`config.mk`:
```
export PLATFORM = sky130hd
export DESIGN_NAME = cpu_mc
export DESIGN_NICKNAME = d
export VERILOG_FILES = /design/src/rtl/cpu_mc.sv
export SDC_FILE = /design/constraint.sdc
export NUM_CORES = 1
export LEC_CHECK = 0
export ABC_AREA = 1
export ABC_CLOCK_PERIOD_IN_PS = 5600
export CELL_PAD_IN_SITES_DETAIL_PLACEMENT = 1
export CELL_PAD_IN_SITES_GLOBAL_PLACEMENT = 2
export CORE_MARGIN = 3
export CORE_UTILIZATION = 33
export DETAILED_ROUTE_END_ITERATION = 12
export PLACE_DENSITY_LB_ADDON = 0.2
export RECOVER_POWER = 100
export SYNTH_ARGS = -nofsm -noshare
export SYNTH_HDL_FRONTEND = slang
export SYNTH_SLANG_ARGS = --single-unit
```
`constraint.sdc`:
```
create_clock -name CLK -period 5.6 [get_ports CLK]
set_input_delay 1.12 -clock CLK [delete_from_list [all_inputs] [get_ports CLK]]
set_output_delay 1.12 -clock CLK [all_outputs]
set_load 0.02 [all_outputs]
```
`src/rtl/cpu_mc.sv`:
```
// cpu_mc: multi-cycle accumulator-free register CPU.
//   Fetch/execute/memory sequencer with a NREGS x DATA_W register file.
//   Ports:
//     CLK, RESET         clock (rising edge) and synchronous active-high reset
//     INSTRUCTION        fetched word {OP, RD/IMM1, RT, RS/IMM2}
//     I_BUSYWAIT         instruction memory not ready (stalls FETCH)
//     PC                 fetch address
//     D_READ, D_WRITE    data memory request strobes (MEM_REQ/MEM_WAIT only)
//     D_ADDRESS          data address
//     D_WRITEDATA        store data
//     D_READDATA         load data
//     D_BUSYWAIT         data memory not ready (sampled in MEM_WAIT only)
//     HALTED             core stopped on an illegal opcode
//     INSTRET            retired-instruction count (wraps)
module cpu_mc #(
  parameter int DATA_W = 8,
  parameter int NREGS  = 8,
  parameter int PC_W   = 32
) (
  input  logic              CLK,
  input  logic              RESET,
  input  logic [31:0]       INSTRUCTION,
  input  logic              I_BUSYWAIT,
  output logic [PC_W-1:0]   PC,
  output logic              D_READ,
  output logic              D_WRITE,
  output logic [DATA_W-1:0] D_ADDRESS,
  output logic [DATA_W-1:0] D_WRITEDATA,
  input  logic [DATA_W-1:0] D_READDATA,
  input  logic              D_BUSYWAIT,
  output logic              HALTED,
  output logic [31:0]       INSTRET
);

  localparam int IDX_W = $clog2(NREGS);
  localparam logic [7:0] DW8 = 8'(DATA_W);

  localparam logic [7:0] OP_LOADI = 8'd0;
  localparam logic [7:0] OP_MOV   = 8'd1;
  localparam logic [7:0] OP_ADD   = 8'd2;
  localparam logic [7:0] OP_SUB   = 8'd3;
  localparam logic [7:0] OP_AND   = 8'd4;
  localparam logic [7:0] OP_OR    = 8'd5;
  localparam logic [7:0] OP_J     = 8'd6;
  localparam logic [7:0] OP_BEQ   = 8'd7;
  localparam logic [7:0] OP_LWD   = 8'd8;
  localparam logic [7:0] OP_LWI   = 8'd9;
  localparam logic [7:0] OP_SWD   = 8'd10;
  localparam logic [7:0] OP_SWI   = 8'd11;
  localparam logic [7:0] OP_MULT  = 8'd12;
  localparam logic [7:0] OP_SLL   = 8'd13;
  localparam logic [7:0] OP_SRL   = 8'd14;
  localparam logic [7:0] OP_SRA   = 8'd15;
  localparam logic [7:0] OP_ROR   = 8'd16;
  localparam logic [7:0] OP_BNE   = 8'd17;

  typedef enum logic [2:0] {FETCH, EXEC, MEM_REQ, MEM_WAIT, HALT} state_t;

  state_t            state_q, state_d;
  logic [PC_W-1:0]   pc_q, pc_d;
  logic [31:0]       ir_q, ir_d;
  logic [31:0]       instret_q, instret_d;
  logic              halted_q, halted_d;
  logic              d_read_q, d_read_d;
  logic              d_write_q, d_write_d;
  logic [DATA_W-1:0] d_addr_q, d_addr_d;
  logic [DATA_W-1:0] d_wdata_q, d_wdata_d;
  logic [DATA_W-1:0] rf_q [NREGS];

  logic              rf_we;
  logic [IDX_W-1:0]  rf_widx;
  logic [DATA_W-1:0] rf_wdata;

  logic [7:0]        op, imm1, imm2, rot;
  logic [IDX_W-1:0]  rd_idx, rt_idx, rs_idx;
  logic [DATA_W-1:0] rt_val, rs_val, imm2_sext, imm2_zext, alu;
  logic              alu_op, mem_op, is_load, illegal, br_taken;
  logic [PC_W-1:0]   pc_plus4, br_target;
  logic              unused_rt_hi;

  // Field decode of the latched instruction
  always_comb begin
    op        = ir_q[31:24];
    imm1      = ir_q[23:16];
    imm2      = ir_q[7:0];
    rd_idx    = ir_q[16 +: IDX_W];
    rt_idx    = ir_q[8 +: IDX_W];
    rs_idx    = ir_q[0 +: IDX_W];
    rt_val    = rf_q[rt_idx];
    rs_val    = rf_q[rs_idx];
    imm2_sext = DATA_W'($signed(imm2));
    imm2_zext = DATA_W'(imm2);
    rot       = imm2 % DW8;
    pc_plus4  = pc_q + PC_W'(4);
    br_target = pc_plus4 + (PC_W'($signed(imm1)) << 2);
    alu_op    = op inside {OP_LOADI, OP_MOV, OP_ADD, OP_SUB, OP_AND, OP_OR,
                           OP_MULT, OP_SLL, OP_SRL, OP_SRA, OP_ROR};
    mem_op    = op inside {OP_LWD, OP_LWI, OP_SWD, OP_SWI};
    is_load   = op inside {OP_LWD, OP_LWI};
    illegal   = op > OP_BNE;
    unused_rt_hi = ^ir_q[15:8];
  end

  always_comb begin
    br_taken = 1'b0;
    case (op)
      OP_J:    br_taken = 1'b1;
      OP_BEQ:  br_taken = (rt_val == rs_val);
      OP_BNE:  br_taken = (rt_val != rs_val);
      default: br_taken = 1'b0;
    endcase
  end

  // Shift amounts are the full 8-bit IMM2; out-of-range amounts are
  // handled explicitly rather than relying on operator semantics.
  always_comb begin
    alu = '0;
    case (op)
      OP_LOADI: alu = imm2_sext;
      OP_MOV:   alu = rs_val;
      OP_ADD:   alu = rt_val + rs_val;
      OP_SUB:   alu = rt_val - rs_val;
      OP_AND:   alu = rt_val & rs_val;
      OP_OR:    alu = rt_val | rs_val;
      OP_MULT:  alu = rt_val * rs_val;
      OP_SLL:   alu = (imm2 >= DW8) ? '0 : (rt_val << imm2);
      OP_SRL:   alu = (imm2 >= DW8) ? '0 : (rt_val >> imm2);
      OP_SRA:   alu = (imm2 >= DW8) ? {DATA_W{rt_val[DATA_W-1]}}
                                    : DATA_W'($signed(rt_val) >>> imm2);
      // rot==0 gives a left shift by DATA_W, which yields zero
      OP_ROR:   alu = (rt_val >> rot) | (rt_val << (DW8 - rot));
      default:  alu = '0;
    endcase
  end

  always_comb begin
    state_d   = state_q;
    pc_d      = pc_q;
    ir_d      = ir_q;
    instret_d = instret_q;
    halted_d  = halted_q;
    d_read_d  = d_read_q;
    d_write_d = d_write_q;
    d_addr_d  = d_addr_q;
    d_wdata_d = d_wdata_q;
    rf_we     = 1'b0;
    rf_widx   = rd_idx;
    rf_wdata  = alu;
    case (state_q)
      FETCH: begin
        if (!I_BUSYWAIT) begin
          ir_d    = INSTRUCTION;
          state_d = EXEC;
        end
      end
      EXEC: begin
        if (illegal) begin
          halted_d = 1'b1;
          state_d  = HALT;
        end else if (mem_op) begin
          // Request strobes and address/data are registered here so they
          // stay stable for the whole MEM_REQ/MEM_WAIT window.
          d_read_d  = is_load;
          d_write_d = !is_load;
          d_addr_d  = (op == OP_LWD || op == OP_SWD) ? rs_val : imm2_zext;
          d_wdata_d = rt_val;
          state_d   = MEM_REQ;
        end else begin
          rf_we     = alu_op;
          pc_d      = br_taken ? br_target : pc_plus4;
          instret_d = instret_q + 32'd1;
          state_d   = FETCH;
        end
      end
      MEM_REQ: state_d = MEM_WAIT;
      MEM_WAIT: begin
        if (!D_BUSYWAIT) begin
          rf_we     = d_read_q;
          rf_wdata  = D_READDATA;
          pc_d      = pc_plus4;
          instret_d = instret_q + 32'd1;
          d_read_d  = 1'b0;
          d_write_d = 1'b0;
          state_d   = FETCH;
        end
      end
      HALT:    state_d = HALT;
      default: state_d = FETCH;
    endcase
  end

  always_ff @(posedge CLK) begin
    if (RESET) begin
      state_q   <= FETCH;
      pc_q      <= '0;
      ir_q      <= '0;
      instret_q <= '0;
      halted_q  <= 1'b0;
      d_read_q  <= 1'b0;
      d_write_q <= 1'b0;
      d_addr_q  <= '0;
      d_wdata_q <= '0;
      for (int unsigned i = 0; i < NREGS; i++) begin
        rf_q[IDX_W'(i)] <= '0;
      end
    end else begin
      state_q   <= state_d;
      pc_q      <= pc_d;
      ir_q      <= ir_d;
      instret_q <= instret_d;
      halted_q  <= halted_d;
      d_read_q  <= d_read_d;
      d_write_q <= d_write_d;
      d_addr_q  <= d_addr_d;
      d_wdata_q <= d_wdata_d;
      if (rf_we) begin
        rf_q[rf_widx] <= rf_wdata;
      end
    end
  end

  assign PC          = pc_q;
  assign D_READ      = d_read_q;
  assign D_WRITE     = d_write_q;
  assign D_ADDRESS   = d_addr_q;
  assign D_WRITEDATA = d_wdata_q;
  assign HALTED      = halted_q;
  assign INSTRET     = instret_q;

endmodule

```
==> metrics list <==
- Bufs and invs on worst path: 7
* Pin count of the biggest net entering global routing: 70
- After synthesis, the largest family of logic cells by area is simple AND/OR/NAND/NOR gates.
- Post-synth ARST share: 0
* Final critical-path setup slack: ~270 ps
* Global-route wire length before repair: 91.31 mm
* Commonest non-fill, non-tap cells in the layout: 624 x sky130_fd_sc_hd__nand2_1, 285 x sky130_fd_sc_hd__inv_1, 232 x sky130_fd_sc_hd__a21oi_1
- Hold-fix buffers at CTS: 0
* Transition time at the pin with the least slew margin: 3255 ps
* Most common cell after layout, fill and taps aside: sky130_fd_sc_hd__nand2_1
- During I/O placement, the number of pins put on the boundary was 127.
* Signal arrival time at the worst endpoint: 5540 ps
- For this block, the initial DRC count from the detailed router was 950.
- Classification of the worst setup path: reg2reg
- For this run, design rule violations remaining after detail routing come to 0.
- Hold WS: 451.2 ps
- Maximum frequency from static timing analysis: 0.1876 GHz
- Data required time of the critical path: 5810 ps
* Simple-gate portion of the synthesized area: 0.3121
* Crit path max-delay cell type: sky130_fd_sc_hd__fa_1
- The area growth from synthesis to layout is 18.16%.
- Total internal power: ~0.0031 W
* Ys Warns: 0
* Clock share of power: 0.234
* Power share of the combinational group: 0.489
* Cell variety after synth: 59
* Post-synthesis instance area: 0.01459 mm²
* Post-synthesis average cell area: around 6.6 µm²
* FF-to-FF path depth: 25
- CTS Root Buffer Type: sky130_fd_sc_hd__clkbuf_16
- Count of endpoints failing hold in the final timing report: 0
* Sink count of the clock tree: about 180
* Placeable core region: 0.04336 mm²
* Maximum vdd ir drop: 0.0003189 V
* Final number of max-transition violations: 70
- Routability-driven placement finished with a final weighted congestion of 0.9087.
- Layout cells sized above 1: 0.07113
* Number of setup violations in the final report: 0
- The worst pin sits at a relative slew slack of -1.170.
- Synthesis produced a netlist whose cell count is 2218.
* Fraction of power spent switching nets: 0.4508
* Violations in the final reports: capacitance limit, slew limit
* Kind of cell with the highest combined delay on the critical path: adder cells
- Of the synthesized area, sequential elements account for 0.2923.
- Of the total power, registers draw 0.277.
* Die Y: ~220 µm
* Residual antenna-violating net count after detailed routing: 0
- Worst setup slack for register-to-register paths: 270 ps
- No sink is reached through more buffers than the 2 on the longest clock path.
- Final-stage net count: 2479
* Compound-Gate Fraction of Synth Area: 0.1721
* Min-Delay Path Depth: 2
* Most repeated library cell on the critical path: sky130_fd_sc_hd__inv_1
- Min-delay src: ir_q[8]
* Via count of the first global-routing pass: 15979
* Share of synthesized area spent on multiplexers: 0
* Dominant synthesized flop cell: sky130_fd_sc_hd__dfxtp_1
* Final period demand of the worst path: 5330 ps
- Of the total synthesized cell area, the portion taken by XOR and XNOR cells is 0.03482.
- The initial utilization of the core area, before any placement, comes to 0.3364.
* Power after layout: 0.005725 W
- Post-Place Worst Slack: 168.7 ps
- Clock transition at path regs: around 80 ps
* Skew-Pair Late Insertion Delay: 490 ps
* Outcome: finished with violations
- TritonCTS built the clock tree.
* Die area: approximately 0.047 mm²
- Initial antenna violation count: 1
- The placed instances occupy a cell area of 0.01661 mm².
* Kind of end point of the critical path: register
- Port Buffer Count: 119
- After detailed routing, the number of vias per cell comes to roughly 5.2.
- Cell leakage power: 7.836 nW
- The worst hold path belongs to the class reg2reg.
- The total overflow left after global routing is 0.
- Number of H-tree levels: 4
- The number of clock buffers added by TritonCTS is 17.
* Detailed-route via count: roughly 15000
* Category of the worst setup path launch point: register
- Maximum net fanout on the critical path: 8
- In this run the horizontal extent of the chip is 216.3 µm.
- Final wirelength: around 58 mm
* Adder-cell share of the synthesized area: 0.08148
- Placement row count: 76
- The HPWL after detailed placement is 44.62 mm.
- EDFF count, synth: 64
- In this run the power spent charging and discharging nets is 0.002581 W.
* Drt wl/cell: 19.73 µm
* Clock Skew: 17.82 ps
- For this run, the detailed router's first-pass iteration total came to 6.
- Max-cap violations in this run came to 1.
- Design Area, Final: 0.01724 mm²
- Reg-to-reg endpoint: rf_q[0][4]
* Global-route usage over all layers: 0.2494
- PD cells: 332.1 mW/mm²
- In this design, the stage delay of the slowest critical-path cell is approximately 540 ps.
- After synthesis the netlist holds a flip-flop and latch count of 181.
- Dividing the final minimum period by the clock period gives 0.9518.
- Total of fill cells in the finished design: 5678
==> area by class of cell <==
type,count,area [µm²],share of cell area
Timing Repair Buffer,181,1675,0.09718
Tap cell,585,732.0,0.04246
Antenna cell,1,2.502,0.0001452
Clock inverter,15,212.7,0.01234
Clock buffer,17,425.4,0.02468
Inverter,308,1166,0.06764
Multi-Input combinational cell,1660,8760,0.5081
Sequential cell,181,4265,0.2474
==> sequential cells by signal, indices dropped and copies added, names as in the netlist, named ones only <==
| signal | count |
|---|---|
| D_READ | 1 |
| HALTED | 1 |
| PC | 30 |
| rf_q | 64 |
| D_WRITEDATA | 8 |
| state_q | 3 |
| D_ADDRESS | 8 |
| INSTRET | 32 |
| D_WRITE | 1 |
| ir_q | 27 |
==> cells by family after synthesis <==
group,after synthesis
compound gates,454
xor+xnor,58
fa+ha+maj,86
buf+inv,378
flops,181
other cells,1
simple gates,1060
==> worst min-delay path: stages (launching register included) <==
cell and delay (ps):
sky130_fd_sc_hd__dfxtp_1 300, sky130_fd_sc_hd__inv_1 40, sky130_fd_sc_hd__a21oi_1 60
==> metal layers <==
layer,global-route usage,share of wire,vias up
li1,-,-,7548
met1,0.3312,0.47,7554
met2,0.4259,0.48,236
met3,0.03982,0.036,62
met4,0.05931,0.020,0
met5,0,0,-
==> synth_stat cells, drive strengths merged, types with 2 or more instances <==
| master | count | area [µm²] |
|---|---|---|
| dfxtp | 117 | 2342 |
| xor2 | 43 | 376.6 |
| a221oi | 5 | 43.79 |
| clkbuf | 30 | 112.6 |
| clkinv | 3 | 11.26 |
| a21boi | 4 | 30.03 |
| o22ai | 3 | 18.77 |
| inv | 305 | 1155 |
| a211oi | 4 | 30.03 |
| nand2 | 645 | 2504 |
| o221ai | 2 | 17.52 |
| nand3 | 158 | 810.8 |
| buf | 40 | 281.5 |
| edfxtp | 64 | 1922 |
| a21oi | 232 | 1161 |
| or2 | 12 | 77.58 |
| nand4 | 18 | 125.1 |
| o21ai | 137 | 715.7 |
| xnor2 | 15 | 131.4 |
| o211ai | 28 | 210.2 |
| nor3 | 34 | 175.2 |
| o21bai | 4 | 30.03 |
| ha | 71 | 888.4 |
| nor3b | 3 | 22.52 |
| and3 | 2 | 12.51 |
| nor2 | 164 | 665.6 |
| o2111ai | 2 | 17.52 |
| a21o | 9 | 67.56 |
| nor4 | 21 | 137.6 |
| nand3b | 3 | 22.52 |
| a31oi | 15 | 93.84 |
| fa | 15 | 300.3 |
| a22oi | 3 | 22.52 |
==> power groups by stage <==
stage	clock network (W)	logic, W	registers (W)
after floorplan	0	0.00178	0.00160
after global placement	0	0.00274	0.00161
after detailed placement	0	0.00281	0.00161
after CTS	0.00138	0.00282	0.00159
after global routing	0.00143	0.00315	0.00160
final	0.00134	0.00280	0.00158
==> metrics by stage <==
stage | utilization | setup TNS [ps] | cells
floorplan | - | 0 | 2219
global placement | 0.3832 | 0 | 2914
detailed placement | 0.3832 | 0 | 2914
CTS | 0.3979 | 0 | 2946
global route | 0.3975 | -0.6910 | 2947
finish | 0.3976 | 0 | 2948
==> worst max path at each step <==
stage	from	end	slack, ps	depth (start not counted)
5_1_grt	register	rf_q[3][6]	-0.7	29
4_1_cts	register	rf_q[3][6]	150	28
3_3_place_gp	register	rf_q[4][6]	240	28
6_report	register	rf_q[0][4]	270	25
3_5_place_dp	register	rf_q[3][6]	170	28
2_1_floorplan	register	rf_q[0][6]	980	28
==> timing repair <==
item,CTS,global route
setup buffers,0,1
setup endpoints to repair,0,24
resized for setup,0,9
(Power assumes the default switching activity.)
